===== config.mk =====
export PLATFORM = sky130hd
export DESIGN_NAME = axi_lite_regs
export DESIGN_NICKNAME = d
export VERILOG_FILES = /design/src/rtl/axi_pkg.sv /design/src/rtl/axi_lite_regs_decode.sv /design/src/rtl/axi_lite_regs.sv
export SDC_FILE = /design/constraint.sdc
export NUM_CORES = 1
export LEC_CHECK = 0
export CAP_MARGIN = 20
export CORE_AREA = 5 5 253 255
export CTS_BUF_LIST = sky130_fd_sc_hd__clkbuf_4 sky130_fd_sc_hd__clkbuf_8
export DETAILED_ROUTE_END_ITERATION = 6
export DIE_AREA = 0 0 258 260
export HOLD_SLACK_MARGIN = 0.06
export PLACE_DENSITY = 0.61
export SYNTH_ARGS = -nofsm -noshare
export SYNTH_HDL_FRONTEND = slang
export SYNTH_SLANG_ARGS = --single-unit

===== constraint.sdc =====
create_clock -name clk_i -period 3.04 [get_ports clk_i]
set_input_delay 0.608 -clock clk_i [delete_from_list [all_inputs] [get_ports clk_i]]
set_output_delay 0.608 -clock clk_i [all_outputs]
set_load 0.01 [all_outputs]

===== src/rtl/axi_pkg.sv =====
// AXI response encoding shared by the AXI-Lite register bank and its decoders.
package axi_pkg;

    typedef logic [1:0] resp_t;

    localparam resp_t RESP_OKAY   = 2'b00;
    localparam resp_t RESP_SLVERR = 2'b10;
    localparam resp_t RESP_DECERR = 2'b11;

endpackage


===== src/rtl/axi_lite_regs_decode.sv =====
// Combinational byte-address to register-index decode for the AXI-Lite register bank.
module axi_lite_regs_decode #(
    parameter int                    ADDR_WIDTH = 32,
    parameter int                    DATA_WIDTH = 32,
    parameter int                    NUM_REGS   = 8,
    parameter int                    IDX_W      = 3,
    parameter logic [ADDR_WIDTH-1:0] BASE_ADDR  = '0
) (
    input  logic [ADDR_WIDTH-1:0] i_addr,
    output logic [IDX_W-1:0]      o_idx,
    output logic                  o_hit
);

    localparam int SHIFT = $clog2(DATA_WIDTH / 8);

    logic [ADDR_WIDTH:0]   w_diff;
    logic [ADDR_WIDTH-1:0] w_word;

    // The extra top bit is the borrow: set when the address lies below BASE_ADDR.
    assign w_diff = {1'b0, i_addr} - {1'b0, BASE_ADDR};
    assign w_word = w_diff[ADDR_WIDTH-1:0] >> SHIFT;
    assign o_hit  = !w_diff[ADDR_WIDTH] && (w_word < ADDR_WIDTH'(NUM_REGS));
    assign o_idx  = w_word[IDX_W-1:0];

endmodule


===== src/rtl/axi_lite_regs.sv =====
// AXI4-Lite responder exposing NUM_REGS registers with byte strobes, read-only mask and hardware load.
// Define AXI_LITE_REGS_WR_PULSE_EN to add the wr_pulse_o per-register write strobe output.
module axi_lite_regs
    import axi_pkg::*;
#(
    parameter int                               ADDR_WIDTH = 32,
    parameter int                               DATA_WIDTH = 32,
    parameter int                               NUM_REGS   = 8,
    parameter logic [ADDR_WIDTH-1:0]            BASE_ADDR  = '0,
    parameter logic [NUM_REGS-1:0]              READ_ONLY  = '0,
    parameter logic [NUM_REGS*DATA_WIDTH-1:0]   RESET_VAL  = '0
) (
    input  logic                             clk_i,
    input  logic                             rst_ni,
    input  logic [ADDR_WIDTH-1:0]            aw_addr_i,
    input  logic                             aw_valid_i,
    output logic                             aw_ready_o,
    input  logic [DATA_WIDTH-1:0]            w_data_i,
    input  logic [DATA_WIDTH/8-1:0]          w_strb_i,
    input  logic                             w_valid_i,
    output logic                             w_ready_o,
    output resp_t                            b_resp_o,
    output logic                             b_valid_o,
    input  logic                             b_ready_i,
    input  logic [ADDR_WIDTH-1:0]            ar_addr_i,
    input  logic                             ar_valid_i,
    output logic                             ar_ready_o,
    output logic [DATA_WIDTH-1:0]            r_data_o,
    output resp_t                            r_resp_o,
    output logic                             r_valid_o,
    input  logic                             r_ready_i,
`ifdef AXI_LITE_REGS_WR_PULSE_EN
    output logic [NUM_REGS-1:0]              wr_pulse_o,
`endif
    output logic [NUM_REGS*DATA_WIDTH-1:0]   reg_q_o,
    input  logic [NUM_REGS*DATA_WIDTH-1:0]   reg_d_i,
    input  logic [NUM_REGS-1:0]              reg_load_i
);

    localparam int STRB_W = DATA_WIDTH / 8;
    localparam int IDX_W  = (NUM_REGS > 1) ? $clog2(NUM_REGS) : 1;

    localparam logic [0:0] WR_IDLE = 1'b0;
    localparam logic [0:0] WR_RESP = 1'b1;
    localparam logic [0:0] RD_IDLE = 1'b0;
    localparam logic [0:0] RD_RESP = 1'b1;

    logic [DATA_WIDTH-1:0]  r_regs [NUM_REGS];

    logic [0:0]             r_wr_state;
    logic                   r_aw_full;
    logic [ADDR_WIDTH-1:0]  r_aw_addr;
    logic                   r_w_full;
    logic [DATA_WIDTH-1:0]  r_w_data;
    logic [STRB_W-1:0]      r_w_strb;
    resp_t                  r_b_resp;

    logic [0:0]             r_rd_state;
    logic [DATA_WIDTH-1:0]  r_r_data;
    resp_t                  r_r_resp;

    logic                   w_aw_hs;
    logic                   w_w_hs;
    logic                   w_commit;
    logic [ADDR_WIDTH-1:0]  w_wr_addr;
    logic [DATA_WIDTH-1:0]  w_wr_data;
    logic [STRB_W-1:0]      w_wr_strb;
    logic [IDX_W-1:0]       w_wr_idx;
    logic                   w_wr_hit;
    resp_t                  w_wr_resp;
    logic [NUM_REGS-1:0]    w_wr_en;

    logic [IDX_W-1:0]       w_rd_idx;
    logic                   w_rd_hit;

    // ------------------------------------------------------------------ write path
    assign aw_ready_o = (r_wr_state == WR_IDLE) && !r_aw_full;
    assign w_ready_o  = (r_wr_state == WR_IDLE) && !r_w_full;
    assign w_aw_hs    = aw_valid_i && aw_ready_o;
    assign w_w_hs     = w_valid_i && w_ready_o;

    // Address and data may each come from the buffer or from a handshake this cycle.
    assign w_commit   = (r_wr_state == WR_IDLE) && (r_aw_full || w_aw_hs) && (r_w_full || w_w_hs);
    assign w_wr_addr  = r_aw_full ? r_aw_addr : aw_addr_i;
    assign w_wr_data  = r_w_full  ? r_w_data  : w_data_i;
    assign w_wr_strb  = r_w_full  ? r_w_strb  : w_strb_i;

    axi_lite_regs_decode #(
        .ADDR_WIDTH (ADDR_WIDTH),
        .DATA_WIDTH (DATA_WIDTH),
        .NUM_REGS   (NUM_REGS),
        .IDX_W      (IDX_W),
        .BASE_ADDR  (BASE_ADDR)
    ) u_wr_decode (
        .i_addr (w_wr_addr),
        .o_idx  (w_wr_idx),
        .o_hit  (w_wr_hit)
    );

    always_comb begin
        w_wr_resp = RESP_OKAY;
        if (!w_wr_hit) begin
            w_wr_resp = RESP_DECERR;
        end else if (READ_ONLY[w_wr_idx]) begin
            w_wr_resp = RESP_SLVERR;
        end
    end

    always_ff @(posedge clk_i) begin
        if (!rst_ni) begin
            r_wr_state <= WR_IDLE;
            r_aw_full  <= 1'b0;
            r_aw_addr  <= '0;
            r_w_full   <= 1'b0;
            r_w_data   <= '0;
            r_w_strb   <= '0;
            r_b_resp   <= RESP_OKAY;
        end else if (r_wr_state == WR_IDLE) begin
            if (w_commit) begin
                r_wr_state <= WR_RESP;
                r_b_resp   <= w_wr_resp;
                r_aw_full  <= 1'b0;
                r_w_full   <= 1'b0;
            end else begin
                if (w_aw_hs) begin
                    r_aw_full <= 1'b1;
                    r_aw_addr <= aw_addr_i;
                end
                if (w_w_hs) begin
                    r_w_full <= 1'b1;
                    r_w_data <= w_data_i;
                    r_w_strb <= w_strb_i;
                end
            end
        end else if (b_ready_i) begin
            r_wr_state <= WR_IDLE;
        end
    end

    assign b_valid_o = (r_wr_state == WR_RESP);
    assign b_resp_o  = r_b_resp;

    // ------------------------------------------------------------------ register bank
    genvar gi;
    generate
        for (gi = 0; gi < NUM_REGS; gi++) begin : g_reg
            assign w_wr_en[gi] = w_commit && w_wr_hit && (w_wr_idx == IDX_W'(gi)) && !READ_ONLY[gi];

            // Hardware load wins over a bus write landing on the same edge.
            always_ff @(posedge clk_i) begin
                if (!rst_ni) begin
                    r_regs[gi] <= RESET_VAL[gi*DATA_WIDTH +: DATA_WIDTH];
                end else if (reg_load_i[gi]) begin
                    r_regs[gi] <= reg_d_i[gi*DATA_WIDTH +: DATA_WIDTH];
                end else if (w_wr_en[gi]) begin
                    for (int b = 0; b < STRB_W; b++) begin
                        if (w_wr_strb[b]) begin
                            r_regs[gi][b*8 +: 8] <= w_wr_data[b*8 +: 8];
                        end
                    end
                end
            end

            assign reg_q_o[gi*DATA_WIDTH +: DATA_WIDTH] = r_regs[gi];
        end
    endgenerate

`ifdef AXI_LITE_REGS_WR_PULSE_EN
    logic [NUM_REGS-1:0] r_wr_pulse;

    // w_wr_en is only set for OKAY hits, so it doubles as the pulse source.
    always_ff @(posedge clk_i) begin
        if (!rst_ni) begin
            r_wr_pulse <= '0;
        end else begin
            r_wr_pulse <= (|w_wr_strb) ? w_wr_en : '0;
        end
    end

    assign wr_pulse_o = r_wr_pulse;
`endif

    // ------------------------------------------------------------------ read path
    axi_lite_regs_decode #(
        .ADDR_WIDTH (ADDR_WIDTH),
        .DATA_WIDTH (DATA_WIDTH),
        .NUM_REGS   (NUM_REGS),
        .IDX_W      (IDX_W),
        .BASE_ADDR  (BASE_ADDR)
    ) u_rd_decode (
        .i_addr (ar_addr_i),
        .o_idx  (w_rd_idx),
        .o_hit  (w_rd_hit)
    );

    assign ar_ready_o = (r_rd_state == RD_IDLE);

    always_ff @(posedge clk_i) begin
        if (!rst_ni) begin
            r_rd_state <= RD_IDLE;
            r_r_data   <= '0;
            r_r_resp   <= RESP_OKAY;
        end else if (r_rd_state == RD_IDLE) begin
            if (ar_valid_i) begin
                r_rd_state <= RD_RESP;
                r_r_data   <= w_rd_hit ? r_regs[w_rd_idx] : '0;
                r_r_resp   <= w_rd_hit ? RESP_OKAY : RESP_DECERR;
            end
        end else if (r_ready_i) begin
            r_rd_state <= RD_IDLE;
        end
    end

    assign r_valid_o = (r_rd_state == RD_RESP);
    assign r_data_o  = r_r_data;
    assign r_resp_o  = r_r_resp;

endmodule

==> results.py, run 1 <==
metrics = {
    "die": {
        "start_util_pct": 31.7,
        "top_level_ports": 668,
        "core_area_sq_um": 61400,
        "core.rowCount": 91,
        "dieHeight_microns": 260,
        "die-area_sq_um": 67100,
        "die_w_microns": 258,
    },
    "cells_and_area": {
        "fin_util_pct": 47.4,
        "final_common_cell": "clkdlybuf4s50_1",
        "fill_cells": 5639,
        "drive_gt1_share_pct": 18.4,
        "syn_to_final_growth_pct": 49.4,
        "final_area_sq_um": 29100,
        "final_cell_mix": "658 x clkdlybuf4s50_1, 381 x nand2_1, 256 x edfxtp_1, 193 x o31ai_1, 109 x buf_4",
        "nNetsFinal": 2804,
    },
    "place": {
        "dpl-instance-area_sq_um": 27600,
        "dp_hpwl_mm": 80.6,
        "gp_congestion": 0.952,
        "pre_cts_ws_ns": -0.117,
        "numPortBuffers": 663,
    },
    "hold_path": {
        "hold_class": "flip-flop to flip-flop",
        "holdPathEnd": "r_aw_addr[24]",
        "holdPathStages": 2,
        "hp-start": "r_aw_addr[24]",
    },
    "synthesis": {
        "synth_warnings": 0,
        "syn_inst": 1747,
        "synth.cell_area_sq_um": 19500,
        "synthArstFlopShare_pct": 0,
        "synth-edff-count": 256,
        "synth_flop_cell": "edfxtp_1",
        "yosysSeqAreaShare_pct": 50.2,
        "synth_nets": 2118,
        "synthDistinctLibCells": 69,
        "syn_area_per_cell_sq_um": 11.1,
        "ys_ff_latch": 360,
    },
    "clock_network": {
        "cts_sinks": 360,
        "cts_setup_buffers": 0,
        "cts_tree": "built",
        "htreeDepth": 3,
        "clk_path_buf_depth": 3,
        "clk_latency_ns": 0.67,
        "cts_resized": 0,
        "clkTransAtPathRegs_ns": 0.06,
        "cts_inserted_buffers": 70,
        "hold_buffers": 0,
        "cts_root_buf": "clkbuf_8",
    },
    "grt": {
        "grt_pass1_wl_mm": 144,
        "grt_use_total_pct": 29.7,
        "grt.overflow.total": 0,
        "antenna_found_initial": 44,
        "grt_max_degree": 66,
        "grt_pass1_vias": 19200,
    },
    "timing": {
        "setup_violations": 0,
        "tightest_slew_ns": 1.02,
        "setup_tns_ns": 0,
        "max_freq_mhz": 358,
        "fin_crit_sh_pct": 92.0,
        "period_needed_ns": 2.80,
        "hold_viol_final": 0,
        "rsz0062_at_grt": "false",
        "slew_viol_final": 0,
        "slew_headroom_pct": 31.7,
        "clock-skew-final_ns": 0.0392,
        "finalWorstSetupSlack_ns": 0.244,
    },
    "setup_path": {
        "cp-startpoint": "r_aw_full",
        "required_ns": 3.40,
        "r2r_slack_ns": 0.24,
        "critPathLaunchType": "flip-flop",
        "worstRegToRegCells": 6,
        "cp_max_fo": 24,
        "reg2reg_from": "r_aw_full",
        "path_class": "flip-flop to flip-flop",
        "worst_r2r_endpoint": "r_regs[2][10]",
        "arrival_ns": 3.16,
        "cp-end-kind": "flip-flop",
    },
    "detailed_routing": {
        "ant_nets": 0,
        "routedWlPerCell_microns": 31.8,
        "drc": 0,
        "drt_pass1_iterations": 6,
        "viasPerCell": 5.83,
        "wl_mm": 105,
        "num_vias": 19200,
        "first_iter_violations": 2234,
    },
    "job": {
        "maxCapViolations": 0,
    },
    "power": {
        "total_power_w": 0.0139,
        "p_per_area_nw_per_um2": 478,
        "ir_worst_vdd_mv": 0.275,
        "p_leak_nw": 10.2,
    },
    "outcome": {
        "status": "completed",
    },
}
[report_power, final]
part | switching [W] | internal (W) | leakage, nW
registers | 0.000268 | 0.00560 | 3.64
clock network | 0.00228 | 0.00293 | 0.772
logic | 0.00143 | 0.00140 | 5.83
total | 0.00398 | 0.00994 | 10.2
[through the flow]
step,hold WS [ns],instances
6_report,0.452,3302
2_1_floorplan,0.430,1747
3_5_place_dp,0.445,3151
4_1_cts,0.454,3278
5_1_grt,0.473,3296
3_3_place_gp,0.437,3151
[flip-flops by register name, indices dropped and copies added (netlist names)]
signal / count
r_aw_addr: 30
b_valid_o: 1
r_w_full: 1
r_aw_full: 1
b_resp_o: 1
r_w_data: 32
r_resp_o: 1
r_w_strb: 4
r_valid_o: 1
r_regs: 256
r_data_o: 32
[synthesized netlist by cell type, types with 20 or more instances]
master | count | area, sq um
o2111ai_1 | 21 | 184
buf_6 | 22 | 248
nand2_1 | 381 | 1430
mux2i_1 | 37 | 370
clkbuf_1 | 101 | 379
o31ai_1 | 199 | 1490
a21boi_1 | 22 | 165
dfxtp_1 | 104 | 2080
a31o_2 | 47 | 412
mux4_2 | 64 | 1440
o21ai_0 | 20 | 100
buf_2 | 43 | 215
a21boi_0 | 44 | 330
mux2_2 | 25 | 282
and3_1 | 38 | 238
o211ai_1 | 63 | 473
and2_1 | 43 | 269
edfxtp_1 | 256 | 7690
a32o_1 | 24 | 240
nor2_1 | 23 | 86.3
[cell families (layout without fill, tap and decap cells)]
family	after synthesis	after routing	share of synthesized area (%)
AOI/OAI and AO/OA	508	508	20.5
buffers and inverters	179	920	4.69
DFF	360	360	50.2
muxes	127	127	10.8
other	0	24	0
and+or+nand+nor	573	573	13.8
[per-layer routing]
| metal | global-route usage (%) | vias to the layer above | share of wire [%] | routed length [microns] |
|---|---|---|---|---|
| li1 | - | 8204 | - | - |
| met1 | 36.8 | 9430 | 37 | 39200 |
| met2 | 47.5 | 1324 | 47 | 48900 |
| met3 | 10.9 | 250 | 12 | 12400 |
| met4 | 11.2 | 40 | 4.0 | 4200 |
| met5 | 0 | - | 0.28 | 298 |
[cell type report]
| class | instances | area (sq um) | area share (%) |
|---|---|---|---|
| antenna | 24 | 60.1 | 0.206 |
| clock buffer | 100 | 1220 | 4.19 |
| clock inverter | 27 | 240 | 0.826 |
| inverter | 2 | 7.51 | 0.0258 |
| multi-input combinational | 1208 | 8950 | 30.8 |
| sequential | 360 | 9770 | 33.6 |
| tap | 790 | 988 | 3.40 |
| timing repair buffer | 791 | 7860 | 27.0 |
[worst max-delay path by stage]
stage                    endpoint  slack [ns]  depth (start not counted)
finish              r_regs[2][10]        0.24                          6
global route        r_regs[2][10]        0.17                          6
CTS                 r_regs[2][10]        0.10                          6
detailed placement  r_regs[2][11]       -0.12                          7
global placement    r_regs[2][10]       -0.14                          7
floorplan            r_regs[7][0]        0.06                          6
[critical path, stage by stage, from the launching register on]
cell      delay [ns]
dfxtp_2         0.51
buf_4           0.23
buf_4           0.15
nand4b_1        0.32
a22o_4          0.52
o41ai_2         0.54
buf_4           0.25
Power figures use the tool's default switching activity.
==> run 2: changes to the inputs <==
--- a/config.mk
+++ b/config.mk
@@ -10,6 +10,7 @@
 export CTS_BUF_LIST = sky130_fd_sc_hd__clkbuf_4 sky130_fd_sc_hd__clkbuf_8
 export DETAILED_ROUTE_END_ITERATION = 6
 export DIE_AREA = 0 0 258 260
+export GPL_TIMING_DRIVEN = 0
 export HOLD_SLACK_MARGIN = 0.06
 export PLACE_DENSITY = 0.61
 export SYNTH_ARGS = -nofsm -noshare
==> run 2 against run 1 <==
Net effect:
- the flow now finishes with violations (design-rule violations, negative setup slack)
- register-to-register slack got worse by 0.33 ns
- die area did not move
- global-route usage rose by 3.5 points
- highest routed layer unchanged
- first-iteration DRC count decreased by 3.8%
- largest cell class unchanged
==> results.py, run 2 (synthesized netlist as in run 1, its figures left out) <==
metrics = {
    "detailed_routing": {
        "num_vias": 20000,
        "met1_length_mm": 43.8,
        "routedWlPerCell_microns": 34.9,
        "met3_length_mm": 12.1,
        "drt_pass1_iterations": 7,
        "drc": 1,
        "viasPerCell": 5.94,
        "first_iter_violations": 2148,
        "wl_mm": 117,
        "routed.top_layer": "met5",
        "ant_nets": 0,
        "wl_met2_mm": 55.4,
    },
    "clock_network": {
        "hold_buffers": 0,
        "clk_path_buf_depth": 3,
        "cts_inserted_buffers": 67,
        "clkTransAtPathRegs_ns": 0.07,
        "htreeDepth": 3,
        "cts_tree": "built",
        "cts_root_buf": "clkbuf_8",
        "cts_sinks": 360,
        "clk_latency_ns": 0.68,
    },
    "setup_path": {
        "slowest_delay_ns": 0.70,
        "required_ns": 3.41,
        "critPathLaunchType": "flip-flop",
        "crit_chain": "buf_6, nor4b_2, and2_1, buf_2, nor2_1, clkbuf_1, o41ai_2, buf_4",
        "worstRegToRegCells": 8,
        "r2r_slack_ns": -0.09,
        "cp-end-kind": "flip-flop",
        "path_delay_family": "buffers and inverters",
        "worst_r2r_endpoint": "r_regs[2][21]",
        "arrival_ns": 3.50,
        "cp_slowest_cell": "o41ai_2",
        "path_buf_inv": 4,
        "cp_max_fo": 10,
        "reg2reg_from": "r_aw_full",
        "path_class": "flip-flop to flip-flop",
    },
    "power": {
        "netSwitchingPower_w": 0.00412,
        "intPower_w": 0.00950,
        "p_sw_share_pct": 30.2,
        "p_leak_nw": 10.1,
        "clkPwrFrac_pct": 35.5,
        "combPwrFrac_pct": 21.3,
        "p_per_area_nw_per_um2": 472,
        "ir_worst_vdd_mv": 0.254,
        "pwr-share-seq_pct": 43.3,
    },
    "die": {
        "die-area_sq_um": 67100,
        "top_level_ports": 668,
        "dieHeight_microns": 260,
        "core_area_sq_um": 61400,
        "start_util_pct": 31.7,
        "core.rowCount": 91,
        "die_w_microns": 258,
    },
    "grt": {
        "grt.overflow.total": 0,
        "antenna_found_initial": 25,
        "grt_pass1_vias": 19700,
        "grt_max_degree": 11,
        "grt_pass1_wl_mm": 157,
        "grt_use_total_pct": 33.2,
    },
    "outcome": {
        "status": "complete, but fails checks",
        "violations": "design-rule violations, negative setup slack",
    },
    "hold_path": {
        "holdPathEnd": "r_w_strb[0]",
        "hold_class": "primary input to flip-flop",
        "holdPathStages": 3,
        "hp-start": "w_strb_i[0]",
    },
    "timing": {
        "tightest_slew_ns": 1.16,
        "hold_viol_final": 0,
        "slew_viol_final": 0,
        "max_freq_mhz": 320,
        "clock-skew-final_ns": 0.0471,
        "slew_headroom_pct": 21.7,
        "hold_ws_ns": 0.415,
        "finalWorstSetupSlack_ns": -0.0850,
        "period_needed_ns": 3.13,
        "fin_crit_sh_pct": 103,
        "rsz0062_at_grt": "true",
        "setup_violations": 20,
    },
    "cells_and_area": {
        "syn_to_final_growth_pct": 48.2,
        "fill_cells": 5740,
        "nNetsFinal": 2871,
        "drive_gt1_share_pct": 16.3,
        "regMostFlops": "r_regs",
        "final_cell_mix": "659 x clkdlybuf4s50_1, 380 x nand2_1, 256 x edfxtp_1, 190 x o31ai_1, 104 x dfxtp_1",
        "final_common_cell": "clkdlybuf4s50_1",
        "fin_util_pct": 47.0,
        "largest_reg_flops": 256,
    },
    "job": {
        "maxCapViolations": 0,
    },
    "place": {
        "numPortBuffers": 659,
        "dp_hpwl_mm": 96.2,
        "gp_congestion": 0.964,
    },
}
run 2: cell types whose count changed in the layout (fill, tap and decap cells not counted), moves of 5 or more:
| cell | delta |
|---|---|
| clkbuf_1 | +97 |
| buf_4 | -83 |
| buf_2 | +42 |
| buf_6 | +22 |
| buf_12 | -19 |
| and2_1 | +9 |
| and2_2 | -7 |
| diode_2 | -6 |
| clkbuf_2 | +5 |
run 2: power by group through the flow:
stage	Clock [W]	Combinational, W	Sequential (W)
floorplan	0	0.000976	0.00596
global placement	0	0.00276	0.00597
detailed placement	0	0.00281	0.00598
CTS	0.00482	0.00285	0.00588
global route	0.00504	0.00300	0.00590
finish	0.00483	0.00290	0.00589
run 2: per-stage QoR:
stage	power (W)	worst slack [ns]	cells	instance area, sq um	setup TNS (ns)
finish	0.0136	-0.0850	3361	28900	-0.808
floorplan	0.00693	0.0555	1747	19500	0
global route	0.0139	-0.112	3359	28900	-2.13
global placement	0.00874	-1.88	3196	27100	-346.46
CTS	0.0135	0.00448	3340	28800	0
detailed placement	0.00879	-1.05	3213	27300	-215.65
run 2: cell type report:
cell class	instances	area, sq um	share of cell area (%)
diodes	18	45.0	0.156
repair buffers	684	6830	23.6
well taps	790	988	3.42
plain buffers	177	912	3.16
flip-flops and latches	360	9770	33.8
clock inverters	22	119	0.412
clock buffers	100	1200	4.16
inverters	2	7.51	0.0260
multi-input cells	1208	9000	31.2
run 2: layer usage:
layer / up-vias / track usage, %
met2: 1401 / 55.1
met3: 289 / 9.33
met4: 12 / 14.0
li1: 8329 / -
met1: 9944 / 40.7
met5: - / 0
run 2: worst max-delay path by stage:
stage / startpoint / endpoint / slack [ns] / depth (start not counted)
2_1_floorplan: aw_addr_i[27] / r_regs[7][0] / 0.06 / 6
6_report: r_aw_full / r_regs[2][21] / -0.09 / 8
5_1_grt: r_aw_full / r_regs[5][2] / -0.11 / 8
3_5_place_dp: aw_addr_i[27] / r_regs[5][27] / -1.05 / 7
4_1_cts: r_aw_full / r_regs[2][19] / 0.004 / 8
3_3_place_gp: aw_addr_i[27] / r_regs[0][8] / -1.88 / 7
run 2: tightest hold or removal path: stages:
cell	delay (ns)
clkbuf_1	0.20
nand2_1	0.12
a21boi_0	0.07
run 2: what timing repair did:
item	CTS	global route
setup endpoints to repair	53	111
setup buffers	5	3
pin swaps	4	0
gates resized for setup	9	15
